===== config.mk =====
export PLATFORM = sky130hd
export DESIGN_NAME = key_conditioner_flat
export DESIGN_NICKNAME = d
export VERILOG_FILES = /design/src/rtl/key_conditioner_pkg.sv /design/src/rtl/key_conditioner_if.sv /design/src/rtl/key_conditioner_debounce_ch.sv /design/src/rtl/key_conditioner.sv /design/src/flat_wrapper.sv
export SDC_FILE = /design/constraint.sdc
export NUM_CORES = 1
export LEC_CHECK = 0
export BUFFER_PORTS_ARGS = -buffer_cell sky130_fd_sc_hd__clkbuf_2
export CORE_ASPECT_RATIO = 1.75
export CORE_UTILIZATION = 45
export CTS_BUF_LIST = sky130_fd_sc_hd__clkbuf_8
export DETAILED_ROUTE_END_ITERATION = 16
export RECOVER_POWER = 25
export SLEW_MARGIN = 40
export SYNTH_ARGS = -nofsm -noshare
export SYNTH_HDL_FRONTEND = slang
export SYNTH_SLANG_ARGS = --single-unit

===== constraint.sdc =====
create_clock -name clk -period 4.6 [get_ports clk]
set_input_delay 0.23 -clock clk [delete_from_list [all_inputs] [get_ports clk]]
set_output_delay 0.23 -clock clk [all_outputs]
set_load 0.01 [all_outputs]

===== src/rtl/key_conditioner_pkg.sv =====
// -----------------------------------------------------------------------------
// key_conditioner_pkg
// Shared types and helpers for the push-button conditioning front end.
//   key_state_t : per-channel debounce FSM state encoding
//   cnt_width() : width of a counter able to reach the largest of three
//                 cycle counts without wrapping
// Optional feature macro used by this slice: KEY_REPEAT_EN
// -----------------------------------------------------------------------------
package key_conditioner_pkg;

    typedef enum logic [1:0] {
        IDLE    = 2'd0,
        PRESS_W = 2'd1,
        PRESSED = 2'd2,
        REL_W   = 2'd3
    } key_state_t;

    function automatic int cnt_width(input int a, input int b, input int c);
        int m;
        m = a;
        if (b > m) m = b;
        if (c > m) m = c;
        return $clog2(m + 1);
    endfunction

endpackage


===== src/rtl/key_conditioner_if.sv =====
// -----------------------------------------------------------------------------
// key_conditioner_if
// Bundle of the key signals between the board pins and the consumers.
//   key_raw_n   : raw active-low buttons (driven by master)
//   key_level   : debounced level, 1 = pressed
//   key_press   : one-cycle strobe on accepted press
//   key_release : one-cycle strobe on accepted release
//   key_repeat  : one-cycle auto-repeat strobe (0 unless KEY_REPEAT_EN)
// modport master : board/stimulus side; modport slave : the conditioner
// -----------------------------------------------------------------------------
interface key_conditioner_if #(
    parameter int N_KEYS = 3
);
    logic [N_KEYS-1:0] key_raw_n;
    logic [N_KEYS-1:0] key_level;
    logic [N_KEYS-1:0] key_press;
    logic [N_KEYS-1:0] key_release;
    logic [N_KEYS-1:0] key_repeat;

    modport master (
        output key_raw_n,
        input  key_level, key_press, key_release, key_repeat
    );

    modport slave (
        input  key_raw_n,
        output key_level, key_press, key_release, key_repeat
    );
endinterface


===== src/rtl/key_conditioner_debounce_ch.sv =====
// -----------------------------------------------------------------------------
// key_debounce_ch
// One key channel: 2-FF synchroniser, debounce FSM with stability counter,
// debounced level and registered press/release strobes. With KEY_REPEAT_EN
// defined, a repeat counter emits key_repeat while the key stays pressed.
// Ports:
//   clk, rst_n   : clock, asynchronous active-low reset
//   key_raw_n    : raw active-low button (asynchronous)
//   key_level    : debounced level (1 = pressed)
//   key_press    : one-cycle strobe on accepted press
//   key_release  : one-cycle strobe on accepted release
//   key_repeat   : one-cycle auto-repeat strobe (tied 0 without KEY_REPEAT_EN)
// -----------------------------------------------------------------------------
module key_debounce_ch
    import key_conditioner_pkg::*;
#(
    parameter int DEBOUNCE_CYCLES = 50000,
    parameter int REPEAT_DELAY    = 25000000,
    parameter int REPEAT_PERIOD   = 5000000
) (
    input  logic clk,
    input  logic rst_n,
    input  logic key_raw_n,
    output logic key_level,
    output logic key_press,
    output logic key_release,
    output logic key_repeat
);
    localparam int CW = cnt_width(DEBOUNCE_CYCLES, REPEAT_DELAY, REPEAT_PERIOD);
    localparam logic [CW-1:0] DB_LAST = CW'(DEBOUNCE_CYCLES - 1);
    localparam logic [CW-1:0] CNT_MAX = '1;

    // Synchroniser holds raw polarity so reset value 1 means "released".
    logic sync_p0, sync_p1;
    logic s;

    key_state_t    state, state_nxt;
    logic [CW-1:0] cnt, cnt_nxt, cnt_inc;
    logic          press_nxt, release_nxt;

    // ---- stage p0/p1: metastability chain ----
    always_ff @(posedge clk or negedge rst_n) begin
        if (!rst_n) begin
            sync_p0 <= 1'b1;
            sync_p1 <= 1'b1;
        end else begin
            sync_p0 <= key_raw_n;
            sync_p1 <= sync_p0;
        end
    end

    assign s       = ~sync_p1;
    assign cnt_inc = (cnt == CNT_MAX) ? cnt : cnt + CW'(1);

    // ---- debounce FSM ----
    always_comb begin
        state_nxt   = state;
        cnt_nxt     = cnt;
        press_nxt   = 1'b0;
        release_nxt = 1'b0;
        case (state)
            IDLE: begin
                if (s) begin
                    if (DEBOUNCE_CYCLES == 1) begin
                        state_nxt = PRESSED;
                        cnt_nxt   = '0;
                        press_nxt = 1'b1;
                    end else begin
                        state_nxt = PRESS_W;
                        cnt_nxt   = CW'(1);
                    end
                end
            end
            PRESS_W: begin
                if (!s) begin
                    state_nxt = IDLE;
                    cnt_nxt   = '0;
                end else if (cnt == DB_LAST) begin
                    state_nxt = PRESSED;
                    cnt_nxt   = '0;
                    press_nxt = 1'b1;
                end else begin
                    cnt_nxt = cnt_inc;
                end
            end
            PRESSED: begin
                if (!s) begin
                    if (DEBOUNCE_CYCLES == 1) begin
                        state_nxt   = IDLE;
                        cnt_nxt     = '0;
                        release_nxt = 1'b1;
                    end else begin
                        state_nxt = REL_W;
                        cnt_nxt   = CW'(1);
                    end
                end
            end
            REL_W: begin
                if (s) begin
                    state_nxt = PRESSED;
                    cnt_nxt   = '0;
                end else if (cnt == DB_LAST) begin
                    state_nxt   = IDLE;
                    cnt_nxt     = '0;
                    release_nxt = 1'b1;
                end else begin
                    cnt_nxt = cnt_inc;
                end
            end
            default: begin
                state_nxt = IDLE;
                cnt_nxt   = '0;
            end
        endcase
    end

    always_ff @(posedge clk or negedge rst_n) begin
        if (!rst_n) begin
            state       <= IDLE;
            cnt         <= '0;
            key_press   <= 1'b0;
            key_release <= 1'b0;
        end else begin
            state       <= state_nxt;
            cnt         <= cnt_nxt;
            key_press   <= press_nxt;
            key_release <= release_nxt;
        end
    end

    // Level follows the registered state, so it flips with the strobe.
    assign key_level = (state == PRESSED) || (state == REL_W);

`ifdef KEY_REPEAT_EN
    localparam logic [CW-1:0] DLY_LAST = CW'(REPEAT_DELAY - 1);
    localparam logic [CW-1:0] PER_LAST = CW'(REPEAT_PERIOD - 1);

    logic [CW-1:0] rpt_cnt, rpt_cnt_nxt;
    logic          rpt_periodic, rpt_periodic_nxt;
    logic          repeat_nxt;

    // ---- auto-repeat: first interval is the delay, then the period ----
    // Counter is held at 0 outside PRESSED, so every entry restarts the delay.
    always_comb begin
        rpt_cnt_nxt      = '0;
        rpt_periodic_nxt = 1'b0;
        repeat_nxt       = 1'b0;
        if (state == PRESSED && state_nxt == PRESSED) begin
            rpt_periodic_nxt = rpt_periodic;
            if (rpt_cnt == (rpt_periodic ? PER_LAST : DLY_LAST)) begin
                repeat_nxt       = 1'b1;
                rpt_cnt_nxt      = '0;
                rpt_periodic_nxt = 1'b1;
            end else begin
                rpt_cnt_nxt = (rpt_cnt == CNT_MAX) ? rpt_cnt : rpt_cnt + CW'(1);
            end
        end
    end

    always_ff @(posedge clk or negedge rst_n) begin
        if (!rst_n) begin
            rpt_cnt      <= '0;
            rpt_periodic <= 1'b0;
            key_repeat   <= 1'b0;
        end else begin
            rpt_cnt      <= rpt_cnt_nxt;
            rpt_periodic <= rpt_periodic_nxt;
            key_repeat   <= repeat_nxt;
        end
    end
`else
    assign key_repeat = 1'b0;
`endif

endmodule


===== src/rtl/key_conditioner.sv =====
// -----------------------------------------------------------------------------
// key_conditioner
// Conditions N_KEYS raw active-low push-buttons into debounced levels and
// one-cycle press/release (and optional repeat) strobes.
// Ports:
//   clk    : system clock, rising edge
//   rst_n  : asynchronous active-low reset
//   kif    : key_conditioner_if.slave (key_raw_n in; key_level, key_press,
//            key_release, key_repeat out)
// Optional feature macro: KEY_REPEAT_EN (enables auto-repeat strobes)
// -----------------------------------------------------------------------------
module key_conditioner
    import key_conditioner_pkg::*;
#(
    parameter int N_KEYS          = 3,
    parameter int DEBOUNCE_CYCLES = 50000,
    parameter int REPEAT_DELAY    = 25000000,
    parameter int REPEAT_PERIOD   = 5000000
) (
    input  logic                clk,
    input  logic                rst_n,
    key_conditioner_if.slave    kif
);
    for (genvar i = 0; i < N_KEYS; i++) begin : g_ch
        key_debounce_ch #(
            .DEBOUNCE_CYCLES (DEBOUNCE_CYCLES),
            .REPEAT_DELAY    (REPEAT_DELAY),
            .REPEAT_PERIOD   (REPEAT_PERIOD)
        ) u_ch (
            .clk         (clk),
            .rst_n       (rst_n),
            .key_raw_n   (kif.key_raw_n[i]),
            .key_level   (kif.key_level[i]),
            .key_press   (kif.key_press[i]),
            .key_release (kif.key_release[i]),
            .key_repeat  (kif.key_repeat[i])
        );
    end
endmodule


===== src/flat_wrapper.sv =====
// flat-port wrapper written by rule: the top's interface ports become plain ports
module key_conditioner_flat import key_conditioner_pkg::*;
#(
    parameter int N_KEYS          = 3,
    parameter int DEBOUNCE_CYCLES = 50000,
    parameter int REPEAT_DELAY    = 25000000,
    parameter int REPEAT_PERIOD   = 5000000
)
  (clk, rst_n, kif_key_raw_n, kif_key_level, kif_key_press, kif_key_release, kif_key_repeat);
  key_conditioner_if #(.N_KEYS(N_KEYS)) kif_i ();
  input  logic clk;
  input  logic rst_n;
  input wire logic [$bits(kif_i.key_raw_n)-1:0] kif_key_raw_n;
  output wire logic [$bits(kif_i.key_level)-1:0] kif_key_level;
  output wire logic [$bits(kif_i.key_press)-1:0] kif_key_press;
  output wire logic [$bits(kif_i.key_release)-1:0] kif_key_release;
  output wire logic [$bits(kif_i.key_repeat)-1:0] kif_key_repeat;
  assign kif_i.key_raw_n = kif_key_raw_n;
  assign kif_key_level = kif_i.key_level;
  assign kif_key_press = kif_i.key_press;
  assign kif_key_release = kif_i.key_release;
  assign kif_key_repeat = kif_i.key_repeat;
  key_conditioner #(.N_KEYS(N_KEYS), .DEBOUNCE_CYCLES(DEBOUNCE_CYCLES), .REPEAT_DELAY(REPEAT_DELAY), .REPEAT_PERIOD(REPEAT_PERIOD)) u_core (.clk(clk), .rst_n(rst_n), .kif(kif_i));
endmodule

**Word level (Yosys, flattened, before mapping)**

Cells that the tools add are included.

- Logic and storage cells: 117
- Bits in registers: 93
- Input port bits: 5
- Output and inout port bits: 12

- Reduce and logical (&&, ||, !) cells: 12
- Mux-type cells: 57
- Add/sub/neg operators: 3
- Eq/ne operators: 27

Operators with widths:

| cell | count |
|---|---|
| 25-bit two-way mux | 18 |
| 25-bit one-hot mux with 4 select lines | 3 |
| 25-bit by 1-bit adder with 25-bit output, second input constant | 3 |
| 25-bit by 16-bit == test with 1-bit output, second input constant | 3 |
| 25-bit == test, second input constant | 3 |
| 2-bit two-way mux | 18 |
| 2-bit one-hot mux with 4 select lines | 3 |
| 3-bit != test, second input constant | 6 |
| 1-bit two-way mux | 15 |
| 2-bit == test, second input constant | 6 |
| 2-bit != test, second input constant | 6 |
| 4-bit AND reduction | 3 |
| 2-bit by 1-bit == test with 1-bit output, second input constant | 3 |
| 2-bit logical NOT | 3 |
| 2-bit AND reduction | 3 |
| 1-bit logical OR | 3 |

**Logic depth before layout (Yosys ltp)**

- Depth after elaboration: 5
- Depth in mapped cells: 8

**Cells and area by module**

Synthesis repeated with hierarchy kept, for this count alone.

- Cells, all modules: 628
- Area total of the unflattened synthesis: 5694.2 um^2

By module, submodules not included:

| module | cells an instance | times used | area an instance (um^2) | sequential area each (um^2) |
|---|---|---|---|---|
| key_debounce_ch at u_core.g_ch[0].u_ch ... | 213 | 2 | 1943.1 | 778.2 |
| key_debounce_ch at u_core.g_ch[2].u_ch | 202 | 1 | 1808.0 | 778.2 |

**Worst setup path before layout**

OpenSTA, ideal clock, no wires.

- Kind: reg2reg
- From: register u_core.g_ch[0].u_ch.cnt[16]
- To: register u_core.g_ch[0].u_ch.cnt[4]
- Cell stages (with the launch flop): 7
- Setup slack: 2.481 ns
- Path buffers: 1
- Clock period less this slack: 2.119 ns
- Arrival time: 1.980 ns
- Data required time: 4.462 ns
- Path through: dfrtp_1 > or4b_2 > nor4_4 > a21oi_2 > clkbuf_1 > a31oi_1 > a31oi_1

- Word-level cells in the longest chain between the ends: 5
- Elaborated cells on any way between the ends: 7

RTL lines:

| item | line | RTL |
|---|---|---|
| start, declared | key_conditioner_debounce_ch.sv:38 | `logic [CW-1:0] cnt, cnt_nxt, cnt_inc;` |
| start signal, assigned | key_conditioner_debounce_ch.sv:125 | `cnt <= cnt_nxt;` |
| 25-bit == test | key_conditioner_debounce_ch.sv:53 | `assign cnt_inc = (cnt == CNT_MAX) ? cnt : cnt + CW'(1);` |
| 25-bit two-way mux | key_conditioner_debounce_ch.sv:53 |  |
| 25-bit two-way mux (*) | key_conditioner_debounce_ch.sv:78, key_conditioner_debounce_ch.sv:102 |  |
| 25-bit two-way mux (on tied branches) | key_conditioner_debounce_ch.sv:99, key_conditioner_debounce_ch.sv:75 |  |
| 25-bit one-hot mux with 4 select lines (*) | key_conditioner_debounce_ch.sv:61 | `case (state)` |

Mark *: on every way between the ends. The rest lies on a longest branch, timed or not.
A chain may end at the register's enable or synchronous reset.

==> impl_results.md <==
* Cells after Synth at 643
* Crit-path max FO at 49
* Max VDD drop at 185 µV
* Worst Max-Slew Pin Slew at 2540 ps
* Final RePlAce weighted congestion at 0.904
* Post-cts resize count at 0
* Synth area leader: dfrtp_1
* Global routing's busiest layer: met2
* Initial core utilization at 46.3%
* Full die area at 12,900 µm²
* Max_cap viols at 1
* Crit path launch type: input port
* Commonest cells in the netlist: dfrtp_1, nand2_1, nand3_1
* CTS tree: yes
* Outcome: finished with violations
* Final hold violations at 0
* Cell Chain, Critical Path: dlygate4sd3_1 -> clkbuf_1 -> buf_4
* Worst skew pair latency at 380 ps
* Register area share after synthesis at 41.8%
* Vias post-DR at 5,163
* Port Buffer Count at 13
* Top-area cell type share of the netlist area at 39.0%
* Slew HR at -69.2%
* Syn Std Cell Area at 5590 µm²
* Row count at 53
* Post-CTS Setup Repair Bufs at 0
* Via/cell ratio at 6.49
* Hold_buf cts at 4
* Grt met3 use at 2.99%
* Post-DP Area at 5670 µm²
* Die Height at 149 µm
* Fmax at 0.347 GHz
* GRT Residual Overflow at 0
* # setup viols final at 0
* Reg clk slew, reported paths at 100 ps
* IO Pins at 17
* Most numerous cell in the Yosys netlist: dfrtp_1
* Met1 usage at 27.1%
* Core Region at 12,100 µm²
* Initial DRC Count at 385
* EDFF count, synth at 0
* Vias in the first global route at 5,016
* Largest net degree at the start of global routing at 50
* Final period util at 62.6%
* Unrepaired setup endpoints after global routing: no
* Clock Skew at 14.8 ps
* Post-synth ARST share at 100%
* Failing checks: max-capacitance violations, max-slew violations
* Slowest cell on crit path: clkbuf_1
* Clock Sinks at 93
* Share of post-route cells with drive strength above 1 at 11.1%
* Residual DRC count at 0
* PwrDens at 276 nW/µm²
* Mean post-synth cell area at 8.69 µm²
* Dominant synthesized flop cell: dfrtp_1
* Nets at 634
* Slowest cell delay on critical path at 1780 ps
* Clock Tree Root: clkbuf_8
* Total Neg Setup Slack at 0 ps
* Die W at 86.2 µm
* CP Class: in2async
* Initial antenna violation count at 0
* Largest cells by area after synthesis: dfrtp_1, a31oi_1, nand3_1
* Initial DRT Pass Iterations at 5
* Min Tclk post-route at 2880 ps
* HPWL Detailed at 10.5 mm
* Post-Route WL at 14.9 mm
* Routed wire length per instance at 18.7 µm
* CTS max path bufs at 2
* Worst Path Buf+Inv at 3
* ANT cells at 0
* Synth Register Bits at 93
* Hold Path Class: reg2reg
* Global-route wire length before repair at 24.6 mm
* Leakage at 2.25 nW
* Critical Path AT at 3340 ps
* Netlist cell types at 65
* Crit-path leading delay family: buffers and inverters
* CP required at 5060 ps
* Cell area after layout at 5910 µm²
* Yosys warning count at 0
* Worst setup EP type: asynchronous set/reset pin
* H-tree depth at 3
* Final ANT Viol Nets at 0
* Layout Area Growth over Synthesis at 5.78%
* Global Route Usage Sum at 24.3%
* CTS Buf Count at 9
* Max-slew violation count at 46
* Met2 Use GR at 44.3%
[cell type report]
cell class / instances / area, µm²
Inverter: 17 / 63.8
Clock buffer: 9 / 124
Clock inverter: 7 / 62.6
Timing Repair Buffer: 21 / 134
Fill cell: 1171 / 6160
Tap cell: 165 / 206
Multi-Input combinational cell: 484 / 2980
Sequential cell: 93 / 2330
[routing by layer]
layer	vias to the layer above	part of all wire, %
met2	135	54
met1	2559	40
met5	-	0
met3	42	2.9
met4	0	3.7
li1	2427	-
[logic make-up after synthesis]
group | share of synthesized area (%)
other | 0.0671
muxes | 1.10
and+or+nand+nor | 27.5
DFF | 41.8
buffers and inverters | 5.69
AOI/OAI and AO/OA | 22.7
adders and majority gates | 0.672
xor gates and xnor gates | 0.470
[placed cells by master, fill, tap and decap left out, drive strengths merged, types with 17 or more instances in the layout]
| cell type | count |
|---|---|
| a31oi | 42 |
| nand3 | 54 |
| dfrtp | 87 |
| nor3 | 17 |
| nand2 | 61 |
| a21oi | 32 |
| clkbuf | 22 |
| nor4 | 20 |
| nor2 | 37 |
| nand4 | 23 |
| inv | 22 |
| o21ai | 41 |
[where the power goes]
part           switching [mW]  internal, mW  total [mW]
Combinational           0.142        0.0617       0.203
Sequential             0.0352         0.844       0.880
Clock                   0.337         0.210       0.547
Total                   0.514          1.12        1.63
[path summary, 6_finish.rpt]
kind	startpoint	endpoint	slack, ps	depth (start not counted)
worst max register to register	u_core.g_ch[1].u_ch.cnt[10]$_DFFE_PN0P_	u_core.g_ch[1].u_ch.cnt[13]$_DFFE_PN0P_	2030	5
worst min-delay path	u_core.g_ch[0].u_ch.sync_p0$_DFF_PN1_	u_core.g_ch[0].u_ch.sync_p1$_DFF_PN1_	360	0
worst min register to register	u_core.g_ch[0].u_ch.sync_p0$_DFF_PN1_	u_core.g_ch[0].u_ch.sync_p1$_DFF_PN1_	360	0
max in group clk	u_core.g_ch[1].u_ch.cnt[10]$_DFFE_PN0P_	u_core.g_ch[1].u_ch.cnt[13]$_DFFE_PN0P_	2030	5
min in group asynchronous	rst_n	u_core.g_ch[2].u_ch.cnt[20]$_DFFE_PN0P_	1160	2
worst max-delay path	rst_n	u_core.g_ch[0].u_ch.cnt[24]$_DFFE_PN0P_	1720	3
[per-stage QoR]
step	utilization, %	setup slack, ps	total power, mW	cells	hold WS, ps
final	49.0	1720	1.63	796	362
after floorplan	-	2480	1.03	645	-65.6
after global routing	49.0	1130	1.70	796	368
after global placement	46.8	2050	1.09	775	282
after CTS	48.9	1970	1.64	796	364
after detailed placement	47.0	1990	1.10	776	280
[worst register-to-register path: stages (launching register included)]
cell and delay [ps]:
dfrtp_1 470, or4_1 570, nor4_2 410, a21o_1 560, o21ai_0 170, mux2_2 290
[state kept, by name, summed over array words and instances, names as in the netlist, named ones only]
| register | count |
|---|---|
| u_core.g_ch.u_ch.key_release | 3 |
| u_core.g_ch.u_ch.sync_p1 | 3 |
| u_core.g_ch.u_ch.cnt | 75 |
| u_core.g_ch.u_ch.key_press | 3 |
| u_core.g_ch.u_ch.sync_p0 | 3 |
| u_core.g_ch.u_ch.state | 3 |
No activity file was read; power rests on OpenSTA's default activity.
